**src/rtl/regfile_write_arbiter_if.sv**
```systemverilog
// Write-port bundle between the writeback sources, the arbiter and the register file.
// The master side drives requests and ClearReq and sees the register-file write port.
// The slave side (the arbiter) owns the grants and the write port.
interface regfile_write_arbiter_if #(
  parameter int NUM_REQ = 3,
  parameter int DATA_W  = 24,
  parameter int ADDR_W  = 4
);
  logic                       clear_req;
  logic [NUM_REQ-1:0]         req_valid;
  logic [NUM_REQ*ADDR_W-1:0]  req_rd;
  logic [NUM_REQ*DATA_W-1:0]  req_data;
  logic [NUM_REQ-1:0]         req_ready;
  logic [ADDR_W-1:0]          rd;
  logic [DATA_W-1:0]          write_data;
  logic                       regwrite;
  logic                       busy;

  modport master (
    output clear_req, req_valid, req_rd, req_data,
    input  req_ready, rd, write_data, regwrite, busy
  );

  modport slave (
    input  clear_req, req_valid, req_rd, req_data,
    output req_ready, rd, write_data, regwrite, busy
  );
endinterface

```
**src/rtl/regfile_write_arbiter.sv**
```systemverilog
// Owns the register file's single write port. Sweeps every register to zero after
// reset or on a clear request (the register file has no reset), then shares the port
// among NUM_REQ writeback sources with round-robin arbitration, one write per cycle.
module regfile_write_arbiter #(
  parameter int NUM_REQ  = 3,
  parameter int DATA_W   = 24,
  parameter int ADDR_W   = 4,
  parameter int NUM_REGS = 16
) (
  input  logic                    clk,
  input  logic                    rst_n,
  regfile_write_arbiter_if.slave  bus
);
  localparam int IDX_W = $clog2(NUM_REQ);
  localparam int CNT_W = (NUM_REGS > 1) ? $clog2(NUM_REGS) : 1;

  typedef enum logic {CLEAR, RUN} state_t;

  state_t              state, state_nxt;
  logic [CNT_W-1:0]    cnt;
  logic [IDX_W-1:0]    last, gidx;
  logic [NUM_REQ-1:0]  grant;
  logic                xfer, sweep_done;

  assign sweep_done    = (cnt == CNT_W'(NUM_REGS - 1));
  assign bus.req_ready = grant;
  assign bus.busy      = (state == CLEAR);

  // Round-robin pick: first valid requester after the last winner, wrapping around.
  // A clear request suppresses all grants so nothing is accepted that cycle.
  always_comb begin
    xfer = 1'b0;
    gidx = last;
    if (state == RUN && !bus.clear_req) begin
      for (int k = 1; k <= NUM_REQ; k++) begin
        if (!xfer && bus.req_valid[(int'(last) + k) % NUM_REQ]) begin
          xfer = 1'b1;
          gidx = IDX_W'((int'(last) + k) % NUM_REQ);
        end
      end
    end
    grant = xfer ? (NUM_REQ'(1) << gidx) : '0;
  end

  // State register.
  always_ff @(posedge clk or negedge rst_n) begin
    if (!rst_n) state <= CLEAR;
    else        state <= state_nxt;
  end

  // Next state: leave CLEAR on the edge that issues the final register; a clear
  // request in RUN restarts the sweep. Clear requests during a sweep are ignored.
  always_comb begin
    state_nxt = state;
    case (state)
      CLEAR:   if (sweep_done)    state_nxt = RUN;
      RUN:     if (bus.clear_req) state_nxt = CLEAR;
      default: state_nxt = CLEAR;
    endcase
  end

  // Registered write port, sweep counter and last-winner pointer.
  always_ff @(posedge clk or negedge rst_n) begin
    if (!rst_n) begin
      cnt            <= '0;
      last           <= IDX_W'(NUM_REQ - 1);
      bus.regwrite   <= 1'b0;
      bus.rd         <= '0;
      bus.write_data <= '0;
    end else begin
      case (state)
        CLEAR: begin
          bus.regwrite   <= 1'b1;
          bus.rd         <= ADDR_W'(cnt);
          bus.write_data <= '0;
          cnt            <= sweep_done ? '0 : cnt + 1'b1;
        end
        default: begin
          // cnt is parked at 0 so a clear from RUN always starts at register 0.
          cnt <= '0;
          if (xfer) begin
            bus.regwrite   <= 1'b1;
            bus.rd         <= bus.req_rd[int'(gidx)*ADDR_W +: ADDR_W];
            bus.write_data <= bus.req_data[int'(gidx)*DATA_W +: DATA_W];
            last           <= gidx;
          end else begin
            bus.regwrite   <= 1'b0;
          end
        end
      endcase
    end
  end
endmodule

```
**src/flat_wrapper.sv**
```systemverilog
// flat-port wrapper written by rule: the top's interface ports become plain ports
module regfile_write_arbiter_flat 
#(
  parameter int NUM_REQ  = 3,
  parameter int DATA_W   = 24,
  parameter int ADDR_W   = 4,
  parameter int NUM_REGS = 16
)
  (clk, rst_n, bus_clear_req, bus_req_valid, bus_req_rd, bus_req_data, bus_req_ready, bus_rd, bus_write_data, bus_regwrite, bus_busy);
  regfile_write_arbiter_if #(.NUM_REQ(NUM_REQ), .DATA_W(DATA_W), .ADDR_W(ADDR_W)) bus_i ();
  input  logic clk;
  input  logic rst_n;
  input wire logic [$bits(bus_i.clear_req)-1:0] bus_clear_req;
  input wire logic [$bits(bus_i.req_valid)-1:0] bus_req_valid;
  input wire logic [$bits(bus_i.req_rd)-1:0] bus_req_rd;
  input wire logic [$bits(bus_i.req_data)-1:0] bus_req_data;
  output wire logic [$bits(bus_i.req_ready)-1:0] bus_req_ready;
  output wire logic [$bits(bus_i.rd)-1:0] bus_rd;
  output wire logic [$bits(bus_i.write_data)-1:0] bus_write_data;
  output wire logic [$bits(bus_i.regwrite)-1:0] bus_regwrite;
  output wire logic [$bits(bus_i.busy)-1:0] bus_busy;
  assign bus_i.clear_req = bus_clear_req;
  assign bus_i.req_valid = bus_req_valid;
  assign bus_i.req_rd = bus_req_rd;
  assign bus_i.req_data = bus_req_data;
  assign bus_req_ready = bus_i.req_ready;
  assign bus_rd = bus_i.rd;
  assign bus_write_data = bus_i.write_data;
  assign bus_regwrite = bus_i.regwrite;
  assign bus_busy = bus_i.busy;
  regfile_write_arbiter #(.NUM_REQ(NUM_REQ), .DATA_W(DATA_W), .ADDR_W(ADDR_W), .NUM_REGS(NUM_REGS)) u_core (.clk(clk), .rst_n(rst_n), .bus(bus_i));
endmodule
```
**config.mk**
```make
export PLATFORM = sky130hd
export DESIGN_NAME = regfile_write_arbiter_flat
export DESIGN_NICKNAME = d
export VERILOG_FILES = /design/src/rtl/regfile_write_arbiter_if.sv /design/src/rtl/regfile_write_arbiter.sv /design/src/flat_wrapper.sv
export SDC_FILE = /design/constraint.sdc
export NUM_CORES = 1
export LEC_CHECK = 0
export ABC_AREA = 1
export BUFFER_PORTS_ARGS = -buffer_cell sky130_fd_sc_hd__buf_2
export CAP_MARGIN = 25
export CORE_UTILIZATION = 45
export CTS_BUF_LIST = sky130_fd_sc_hd__clkbuf_8 sky130_fd_sc_hd__clkbuf_16
export DETAILED_ROUTE_END_ITERATION = 7
export PLACE_DENSITY = 0.76
export SYNTH_ARGS = -nofsm -noshare
export SYNTH_HDL_FRONTEND = slang
export SYNTH_SLANG_ARGS = --single-unit
```
**constraint.sdc**
```tcl
create_clock -name clk -period 4.92 [get_ports clk]
set_input_delay 0.492 -clock clk [delete_from_list [all_inputs] [get_ports clk]]
set_output_delay 0.492 -clock clk [all_outputs]
set_load 0.02 [all_outputs]
```
# Word-level counts from Yosys, hierarchy flattened
# Index checks and enable logic that the tools add are counted.
[word_totals] inputBits=90 ff_bits=36 wordCells=61 output_inout_bits=33
[op_classes] div=3 n_addsub=4 n_reduce_logical=7 muxes=31 shift=3 multipliers=1 bitwise=1 n_lt_le_gt_ge=3 n_eq_ne=2
[ops] op="$lt 32x4->1 const B" count=3
[ops] op="$mod 32x3->32 const B" count=3
[ops] op="$shiftx 72x32->24" count=1
[ops] op="$mux 24" count=2
[ops] op="$mux 1" count=16
[ops] op="$mux 4" count=4
[ops] op="$shiftx 12x5->4" count=1
[ops] op="$mux 2" count=4
[ops] op="$add 2x2->3 const B" count=2
[ops] op="$bmux 1 s2" count=3
[ops] op="$add 4x1->4 const B" count=1
[ops] op="$eq 4x4->1 const B" count=1
[ops] op="$mul 2x2->4 const B" count=1
[ops] op="$add 2x1->3 const B" count=1
[ops] op="$logic_and 1x1->1" count=3
[ops] op="$logic_not 1->1" count=3
[ops] op="$mux 3" count=1
[ops] op="$shl 1x2->3 const A" count=1
[ops] op="$ne 2x2->1 const B" count=1
[ops] op="$pmux 1 s2" count=1
[ops] op="$reduce_and 2->1" count=1
[ops] op="$not 1->1" count=1

# Logic depth before layout (Yosys ltp)
# Gate-level depths: netlist of the first run.
[depth] depth_word=19 depth_mapped=19 mapped_depth_nobuf=18

# Worst setup path before layout of the first run
# OpenSTA, ideal clock, no wires.
[synth_timing] path_type="reg-to-output" startpoint="reg u_core.last[1]" endpoint="out bus_req_ready[1]" t_required_ns=4.428 stages_incl_launch_ff=12 arrival_time_ns=1.944 slack_ns=2.484 path_buffers=1 path_cell_list="dfstp_2 > ha_1 > o21ai_1 > nand2_4 > nand3_4 > nor2_2 > nor2_2 > nand2_4 > nand2_8 > nand2_4 > nor2_8 > buf_8"
[synth_between] elab_chain_cells=17 word_cells_on_any_way=31 cone_classes="add/sub: 3; div: 3; shift: 1; mux: 20; reduce/logical: 4"
[synth_lines] element="start, declared" line="regfile_write_arbiter.sv:21" text="logic [IDX_W-1:0] last, gidx;"
[synth_lines] element="start signal, assigned" line="regfile_write_arbiter.sv:66" text="last <= IDX_W'(NUM_REQ - 1);"
[synth_lines] element="start signal, assigned" line="regfile_write_arbiter.sv:85" text="last <= gidx;"
[synth_lines] element="$add 2x1->3" line="regfile_write_arbiter.sv:36, regfile_write_arbiter.sv:38"
[synth_lines] element="$mod 32x3->32" line="regfile_write_arbiter.sv:36, regfile_write_arbiter.sv:38"
[synth_lines] element="$bmux 1 s2" line="regfile_write_arbiter.sv:36" text="if (!xfer && bus.req_valid[(int'(last) + k) % NUM_REQ]) begin"
[synth_lines] element="$mux 1 (implied by the code) (2 in a row)" line="regfile_write_arbiter.sv:36"
[synth_lines] element="$mux 1" line="regfile_write_arbiter.sv:36"
[synth_lines] element="$mux 1" line="regfile_write_arbiter.sv:34" text="if (state == RUN && !bus.clear_req) begin"
[synth_lines] element="$logic_not 1->1" line="regfile_write_arbiter.sv:36"
[synth_lines] element="$logic_and 1x1->1" line="regfile_write_arbiter.sv:36"
[synth_lines] element="$mux 1" line="regfile_write_arbiter.sv:36"
[synth_lines] element="$mux 1" line="regfile_write_arbiter.sv:34"
[synth_lines] element="$logic_not 1->1" line="regfile_write_arbiter.sv:36"
[synth_lines] element="$logic_and 1x1->1" line="regfile_write_arbiter.sv:36"
[synth_lines] element="$mux 2" line="regfile_write_arbiter.sv:36"
[synth_lines] element="$mux 2" line="regfile_write_arbiter.sv:34"
[synth_lines] element="$shl 1x2->3" line="regfile_write_arbiter.sv:42" text="grant = xfer ? (NUM_REQ'(1) << gidx) : '0;"
[synth_lines] element="$mux 3 (*)" line="regfile_write_arbiter.sv:42"
[synth_lines] element="end, declared" line="flat_wrapper.sv:17" text="output wire logic [$bits(bus_i.req_ready)-1:0] bus_req_ready;"
# Mark *: on every way between the ends. The rest lies on a longest branch, timed or not. The select of a mux whose other input is x is not followed.

# Final worst setup path of the first run
[layout_timing] startpoint="reg u_core.last[0]" endpoint="out bus_req_ready[1]"
# The elaborated chain is that of the path after synthesis.

==> flow_summary.yaml, run 1 <==
timing:
  min_period_ns: 3.37
  slew_violations: 0
  finalHoldViolations: 0
  timing.setup.tns_ns: 0
  period_share: 0.684
  setup_viol: 0
  max_freq_mhz: 297
  worst_slack_ns: 1.55
  slew_headroom: 0.475
  skew_ns: 0.00444
  tightest_slew_ns: 0.786
  rsz0062_at_grt: "false"
finish:
  final_util: 0.611
  fin_nets: 566
  n_antenna_cell: 0
  drive_above_1_share: 0.371
  layout_commonest_cell: "nand2_1"
  layout_common_cells: "143 x nand2_1, 122 x buf_2, 60 x nand3_1"
  syn_to_final_growth_pct: 27.0
  design_area_um2: 3200
worst_setup_path:
  worstPathRequired_ns: 4.43
  crit_end: "bus_req_ready[1]"
  cp.arrival_ns: 2.87
  rr_worst_depth: 16
  rr_endpoint: "u_core.bus.write_data[17]"
  worst-path-max-fanout: 37
  r2r_start: "u_core.last[0]"
  regToRegSetupSlack_ns: 2.14
  start_kind: "flop"
  worstSetupPathType: "flop to output pin"
  crit_path_end_kind: "output pin"
  crit_path_start: "u_core.last[0]"
placed_design:
  portBuffers: 122
  place.gp.congestion: 0.888
  dpl_cell_area_um2: 3110
  dp_slack_ns: 1.86
  dp_hpwl_um: 5400
floorplanning:
  fp-row-count: 26
  die_y_um: 76.8
  start_util: 0.481
  pin_count: 123
  core_area_um2: 5240
  die_x_um: 76.8
  die_area_um2: 5900
power_and_ir_drop:
  p_sw_uw: 829
  leakagePower_uw: 0.00195
  seq_power_share: 0.258
  p_comb_frac: 0.605
  p_int_uw: 779
  ir_drop_mv: 0.287
  powerDensity_nw_per_um2: 503
  sw_frac_of_total: 0.516
  p_clk_frac: 0.136
cts:
  cts_buffer_depth: 2
  clk_pin_slew_ns: 0.07
  cts_tree: "built"
  numCtsBuffers: 5
  cts.sinks: 36
  insertion_delay_ns: 0.30
  ctsHoldBuffers: 0
  cts_setup_buffers: 0
  cts.repair.resized: 0
  cts_root_buffer: "clkbuf_8"
  cts_max_level: 2
synthesis:
  synth_area_um2: 2520
  ys_async_sr_fraction: 1.00
  synthFlopType: "dfrtp_1"
  avgSynthCellArea_um2: 7.08
  yosys_warnings: 0
  synth.top_cell.area_share: 0.348
  ys_seq_area_frac: 0.358
  yosysUniqueCellTypes: 29
  synth_top_area_cell: "dfrtp_1"
  synthCells: 356
  synth_edf_count: 0
  syn_nets: 451
  synth.area.top_cells: "dfrtp_1 35%, nand2_1 21%, nand3_1 12%"
  ys_ff_latch: 36
routing:
  drt_first_pass_iters: 5
  vias: 2767
  ant_nets: 0
  avgViaCountPerCell: 5.11
  wire_per_inst_um: 13.3
  drt-total-wl_um: 7190
  drtIter0Drc: 186
  remaining_drc_errors: 0
status:
  status: "finished clean"
global_route:
  grt_first_pass_wirelength_um: 12000
  grt_pass1_vias: 2642
  grt_max_degree: 38
  antenna_found_initial: 0
  grt_util_all_layers: 0.254
  overflow: 0
run:
  cap_violations: 0
hold_path:
  hold_path.class: "input pin to asynchronous set/reset pin"
-- cells by family (layout without fill, tap and decap cells) --
logic type / after synthesis / in the layout / synth area share
xor gates and xnor gates: 2 / 2 / 0.00695
adders and majority gates: 5 / 5 / 0.0248
buffers and inverters: 34 / 150 / 0.0730
and+or+nand+nor: 272 / 272 / 0.521
AOI/OAI and AO/OA: 7 / 7 / 0.0159
DFF: 36 / 36 / 0.358
-- power by group through the flow --
| stage | sequential, uW | combinational [uW] | clock [uW] |
|---|---|---|---|
| finish | 415 | 974 | 219 |
| global route | 423 | 1090 | 231 |
| CTS | 415 | 973 | 225 |
| detailed placement | 419 | 968 | 0 |
| global placement | 416 | 944 | 0 |
| floorplan | 456 | 755 | 0 |
-- cell type report --
cell class	instances	area, um2
flip-flops and latches	36	902
clock buffers	6	82.6
fillers	494	2040
well taps	70	87.6
clock inverters	2	7.51
inverters	20	75.1
multi-input cells	286	1430
repair buffers	122	611
-- synth_stat cells, types with 2 or more instances --
library cell  number
nand3b_1           2
nand2_2           15
buf_4              4
nor2_2             2
nand3_1           60
nor2_1            29
nand2_1          143
nand3_2           11
buf_2              6
ha_1               5
inv_1             10
inv_2              9
nand2_4            4
dfrtp_1           35
buf_6              3
a22oi_1            2
o21ai_0            4
-- per-layer routing --
metal  wire length, um  vias up  part of all wire  GRT usage
li1                  -     1359                 -          -
met1              3150     1280              0.44      0.331
met2              3460      113              0.48      0.414
met3               427       15             0.059     0.0464
met4               157        0             0.022      0.100
met5                 0        -                 0          0
-- how the worst min path moves through the flow --
| stage | to | slack, ns | startpoint |
|---|---|---|---|
| 6_report | u_core.bus.write_data[15] | 0.27 | rst_n |
| 5_1_grt | u_core.bus.write_data[3] | 0.35 | rst_n |
| 4_1_cts | u_core.bus.write_data[15] | 0.30 | rst_n |
| 3_5_place_dp | u_core.bus.write_data[20] | 0.46 | u_core.bus.write_data[20] |
| 3_3_place_gp | u_core.bus.write_data[19] | 0.46 | u_core.bus.write_data[19] |
| 2_1_floorplan | u_core.bus.rd[0] | 0.20 | rst_n |
-- per-stage QoR --
step | power [uW] | hold slack (ns) | std cells
CTS | 1610 | 0.300 | 542
detailed placement | 1390 | 0.462 | 534
finish | 1610 | 0.271 | 542
global placement | 1360 | 0.458 | 534
global route | 1750 | 0.346 | 542
floorplan | 1210 | 0.196 | 356
-- flip-flops by register name, summed over array words and instances (netlist names) --
name	count
u_core.state	1
u_core.bus.write_data	24
u_core.cnt	4
u_core.bus.regwrite	1
u_core.bus.rd	4
u_core.last	2
-- worst max-delay path, cell delays in order, from the launching register on --
cell     delay [ns]
dfrtp_1        0.40
inv_1          0.09
ha_1           0.38
inv_2          0.13
nand2_1        0.07
nand3_2        0.08
nand2_4        0.08
nand3_4        0.12
nor2_1         0.06
nor2_1         0.12
nand2_2        0.08
nand2_4        0.33
nand2_4        0.12
nor2_8         0.28
buf_2          0.23
No activity file was read; power rests on OpenSTA's default activity.
==> run 2, diff against run 1 <==
--- a/config.mk
+++ b/config.mk
@@ -8,10 +8,10 @@
 export ABC_AREA = 1
 export BUFFER_PORTS_ARGS = -buffer_cell sky130_fd_sc_hd__buf_2
 export CAP_MARGIN = 25
-export CORE_UTILIZATION = 45
+export CORE_UTILIZATION = 42
 export CTS_BUF_LIST = sky130_fd_sc_hd__clkbuf_8 sky130_fd_sc_hd__clkbuf_16
 export DETAILED_ROUTE_END_ITERATION = 7
-export PLACE_DENSITY = 0.76
+export PLACE_DENSITY = 0.75
 export SYNTH_ARGS = -nofsm -noshare
 export SYNTH_HDL_FRONTEND = slang
 export SYNTH_SLANG_ARGS = --single-unit
==> constraint.sdc (replaced) <==
create_clock -name clk -period 3.02 [get_ports clk]
set_input_delay 0.302 -clock clk [delete_from_list [all_inputs] [get_ports clk]]
set_output_delay 0.302 -clock clk [all_outputs]
set_load 0.02 [all_outputs]
==> run 2 against run 1 <==
- global-route usage down 2.4 points
- non-clock buffer count grew 3
- total power grew 69%
- count of clock-buffer cells in the layout shrank 1
- worst setup slack worse by 1.4 ns
- die area is 7.0% higher
- first-iteration DRC count decreased by 37%
- register-to-register slack got worse by 1.7 ns
- clock skew up 0.00073 ns
- critical path type unchanged
- largest cell class unchanged
- highest routed layer unchanged
==> flow_summary.yaml, run 2 (same netlist as run 1, synthesis figures left out) <==
routing:
  wire_per_inst_um: 13.2
  drt_first_pass_iters: 4
  avgViaCountPerCell: 4.98
  ant_nets: 0
  remaining_drc_errors: 0
  drt-total-wl_um: 7240
  drtIter0Drc: 117
  vias: 2724
global_route:
  overflow: 0
  grt_util_all_layers: 0.230
  grt_first_pass_wirelength_um: 11300
  grt_max_degree: 37
  antenna_found_initial: 0
  grt_pass1_vias: 2513
floorplanning:
  pin_count: 123
  die_y_um: 79.5
  start_util: 0.447
  die_x_um: 79.5
  die_area_um2: 6310
  core_area_um2: 5640
  fp-row-count: 27
cts:
  ctsHoldBuffers: 0
  cts_setup_buffers: 0
  clk_pin_slew_ns: 0.08
  cts_root_buffer: "clkbuf_8"
  cts.sinks: 36
  cts_buffer_depth: 2
  cts_tree: "built"
  insertion_delay_ns: 0.29
  numCtsBuffers: 5
  cts.repair.resized: 0
  cts_max_level: 2
placed_design:
  place.gp.congestion: 0.933
  portBuffers: 122
  dp_hpwl_um: 5570
timing:
  finalHoldViolations: 0
  timing.setup.tns_ns: 0
  rsz0062_at_grt: "false"
  holdWs_ns: 0.0925
  setup_viol: 0
  tightest_slew_ns: 0.814
  min_period_ns: 2.84
  skew_ns: 0.00517
  slew_violations: 0
  period_share: 0.940
  max_freq_mhz: 352
  slew_headroom: 0.458
finish:
  n_antenna_cell: 0
  largest_reg_flops: 24
  fin_nets: 569
  syn_to_final_growth_pct: 29.1
  largestRegisters: "u_core.bus.write_data (24), u_core.bus.rd (4), u_core.cnt (4)"
  drive_above_1_share: 0.379
  top_register: "u_core.bus.write_data"
  layout_commonest_cell: "nand2_1"
  layout_common_cells: "143 x nand2_1, 122 x buf_2, 60 x nand3_1"
worst_setup_path:
  worstSetupPathType: "flop to output pin"
  worst-path-max-fanout: 15
  crit_path_end_kind: "output pin"
  worstPathRequired_ns: 2.72
  start_kind: "flop"
  cp.arrival_ns: 2.54
power_and_ir_drop:
  leakagePower_uw: 0.00197
  ir_drop_mv: 0.414
  powerDensity_nw_per_um2: 836
hold_path:
  hold_path.class: "input pin to asynchronous set/reset pin"
status:
  status: "finished clean"
run:
  cap_violations: 0
==> run 2: critical path, cell delays in order (launching register included) <==
cell and delay [ns]:
dfrtp_1 0.41, inv_1 0.09, ha_1 0.38, o21ai_1 0.24, nand2_4 0.11, nand3_4 0.12, nor2_2 0.04, nor2_2 0.14
nand2_4 0.12, nand2_8 0.16, nand2_4 0.09, nor2_8 0.14, buf_2 0.19
==> run 2: through the flow <==
| step | power (uW) | std cells | util | area, um2 | worst slack, ns |
|---|---|---|---|---|---|
| floorplan | 1970 | 356 | - | 2520 | 0.774 |
| global placement | 2280 | 539 | 0.556 | 3130 | 0.501 |
| detailed placement | 2280 | 539 | 0.556 | 3130 | 0.464 |
| CTS | 2710 | 547 | 0.575 | 3250 | 0.144 |
| global route | 2950 | 547 | 0.577 | 3250 | 0.0170 |
| finish | 2720 | 547 | 0.577 | 3250 | 0.182 |
==> run 2: final timing paths <==
check	slack, ns	startpoint	to	cells past startpoint
worst max-delay path	0.18	u_core.last[0]	bus_req_ready[1]	12
worst min-delay path	0.09	rst_n	u_core.bus.write_data[0]	1
worst max register to register	0.47	u_core.last[0]	u_core.bus.write_data[6]	16
worst min register to register	0.48	u_core.bus.write_data[17]	u_core.bus.write_data[17]	2
max in group asynchronous	2.41	rst_n	u_core.bus.write_data[4]	1
min in group clk	0.22	bus_req_data[26]	u_core.bus.write_data[2]	3
==> run 2: final cells by class <==
class                      instances  area (um2)
clock buffer                       5        68.8
clock inverter                     3        42.5
fill                             544        2390
inverter                          20        75.1
multi-input combinational        286        1440
sequential                        36         902
tap                               72        90.1
timing repair buffer             125         633
==> run 2: power by group <==
| group | internal [uW] | total, uW | switching, uW |
|---|---|---|---|
| logic | 517 | 1620 | 1100 |
| clock network | 244 | 431 | 187 |
| registers | 594 | 674 | 80.4 |
| total | 1350 | 2720 | 1370 |
==> run 2: layer usage <==
layer,vias to the layer above,part of all wire,wire length (um),GRT usage
met5,-,0,0,0
met4,0,0.013,93,0.0800
met1,1253,0.44,3190,0.300
met3,10,0.050,361,0.0354
met2,91,0.50,3600,0.383
li1,1370,-,-,-
==> run 3, diff against run 2 <==
--- a/config.mk
+++ b/config.mk
@@ -6,12 +6,12 @@
 export NUM_CORES = 1
 export LEC_CHECK = 0
 export ABC_AREA = 1
-export BUFFER_PORTS_ARGS = -buffer_cell sky130_fd_sc_hd__buf_2
 export CAP_MARGIN = 25
-export CORE_UTILIZATION = 42
+export CORE_UTILIZATION = 45
 export CTS_BUF_LIST = sky130_fd_sc_hd__clkbuf_8 sky130_fd_sc_hd__clkbuf_16
 export DETAILED_ROUTE_END_ITERATION = 7
-export PLACE_DENSITY = 0.75
+export DONT_BUFFER_PORTS = 1
+export PLACE_DENSITY = 0.6
 export SYNTH_ARGS = -nofsm -noshare
 export SYNTH_HDL_FRONTEND = slang
 export SYNTH_SLANG_ARGS = --single-unit
==> run 3 against run 2 <==
- global-route usage decreased by 0.90 points
- sequential power increased by 13%
- register-to-register slack got worse by 0.12 ns
- via count decreased by 18%
- critical path depth increased by 1
- clock skew decreased by 0.0025 ns
- flip-flop and latch count unchanged
- maximum frequency increased by 0.99%
- sequential share of layout area increased by 5.7 points
- largest power group unchanged
==> flow_summary.yaml, run 3 (same netlist as run 1, synthesis figures left out) <==
routing:
  met2_length_um: 3240
  drt_first_pass_iters: 4
  highest_layer: "met4"
  ant_nets: 0
  wire_per_inst_um: 15.0
  drt-met1-wl_um: 2690
  wl_met3_um: 475
  remaining_drc_errors: 0
  drt-total-wl_um: 6450
  avgViaCountPerCell: 5.20
  vias: 2235
  drtIter0Drc: 97
power_and_ir_drop:
  powerDensity_nw_per_um2: 962
  ir_drop_mv: 0.401
  leakagePower_uw: 0.00148
worst_setup_path:
  worst-path-max-fanout: 7
  crit_chain: "inv_1 > ha_1 > inv_2 > nand2_1 > nand3_1 > nand2_1 > nand3_4 > nor2_1 > nor2_1 > nand2_2 > nand2_8 > inv_2 > nor3_4"
  cp.arrival_ns: 2.51
  worstSetupPathType: "flop to output pin"
  crit_path_end_kind: "output pin"
  slowest_stage: "dfstp_2"
  cp_top_family: "simple AND/OR/NAND/NOR gates"
  start_kind: "flop"
  cpPeakStageDelay_ns: 0.56
  worstPathRequired_ns: 2.72
  cp_num_buf_inv: 3
floorplanning:
  fp-row-count: 26
  pin_count: 123
  die_y_um: 76.8
  die_x_um: 76.8
  core_area_um2: 5240
  die_area_um2: 5900
  start_util: 0.481
cts:
  cts_root_buffer: "clkbuf_8"
  cts.sinks: 36
  cts_tree: "built"
  numCtsBuffers: 5
  clk_pin_slew_ns: 0.07
  cts_buffer_depth: 2
  insertion_delay_ns: 0.28
  cts_max_level: 2
timing:
  timing.setup.tns_ns: 0
  finalHoldViolations: 0
  skew_ns: 0.00262
  slew_headroom: 0.621
  holdWs_ns: 0.141
  rsz0062_at_grt: "false"
  tightest_slew_ns: 0.568
  worst_slack_ns: 0.210
  slew_violations: 0
  min_period_ns: 2.81
  period_share: 0.931
  setup_viol: 0
  max_freq_mhz: 356
placed_design:
  portBuffers: 0
  dp_hpwl_um: 4620
  dp_cells: 415
  dp_slack_ns: 0.416
  place.gp.congestion: 0.809
hold_path:
  hold_path.class: "input pin to flop"
global_route:
  grt_pass1_vias: 2111
  antenna_found_initial: 0
  grt_max_degree: 37
  grt_util_all_layers: 0.221
  overflow: 0
  grt_first_pass_wirelength_um: 10300
finish:
  fin_cells: 430
  n_fill_cell: 560
  layout_common_cells: "143 x nand2_1, 60 x nand3_1, 35 x dfrtp_1"
  final_util: 0.515
  fin_nets: 454
  top_register: "u_core.bus.write_data"
  largestRegisters: "u_core.bus.write_data (24), u_core.bus.rd (4), u_core.cnt (4)"
  drive_above_1_share: 0.178
  layout_commonest_cell: "nand2_1"
  syn_to_final_growth_pct: 7.05
  largest_reg_flops: 24
  n_antenna_cell: 0
run:
  cap_violations: 0
status:
  status: "finished clean"
[run 3: final cells by class]
| class | instances | area (um2) | area share |
|---|---|---|---|
| Multi-Input combinational cell | 287 | 1460 | 0.540 |
| Inverter | 20 | 75.1 | 0.0278 |
| Timing Repair Buffer | 9 | 82.6 | 0.0306 |
| Tap cell | 70 | 87.6 | 0.0325 |
| Clock inverter | 2 | 11.3 | 0.00417 |
| Clock buffer | 6 | 82.6 | 0.0306 |
| Sequential cell | 36 | 902 | 0.334 |
[run 3: timing repair]
action	CTS	global route
hold buffers	2	0
setup endpoints to repair	0	2
endpoints found under the hold margin	36	0
buffers inserted	0	4
gates resized for setup	0	2
[run 3: worst paths after layout]
path                       slack, ns             start                        end  cells past startpoint
max reg2reg                     0.35    u_core.last[0]   u_core.bus.write_data[0]                     17
max                             0.21    u_core.last[1]           bus_req_ready[0]                     13
min                             0.14  bus_req_data[46]  u_core.bus.write_data[22]                      2
max in group asynchronous       2.27             rst_n             u_core.last[1]                      2
min reg2reg                     0.49     u_core.cnt[0]              u_core.cnt[0]                      1
min in group asynchronous       0.51             rst_n  u_core.bus.write_data[10]                      2
[run 3: per-layer routing]
layer  GRT usage  up-vias
met5           0        -
met3      0.0690        4
met4      0.0577        0
met1       0.258     1012
met2       0.388       85
li1            -     1134
[run 3: stage by stage]
stage / instance area [um2] / total power [uW]
5_1_grt: 2700 / 2830
2_1_floorplan: 2520 / 1970
6_report: 2700 / 2600
3_3_place_gp: 2520 / 2140
4_1_cts: 2650 / 2530
3_5_place_dp: 2520 / 2160
[run 3: worst reg2reg max path: cells and delay by family (launching register included)]
kind,cells,cell delay (ns)
and+or+nand+nor,13,1.52
DFF,1,0.39
adders and majority gates,1,0.38
buffers and inverters,3,0.33
[run 3: power by group]
group	switching [uW]	total, uW	internal, uW
sequential	166	760	594
combinational	997	1480	483
clock	173	355	182
total	1340	2600	1260
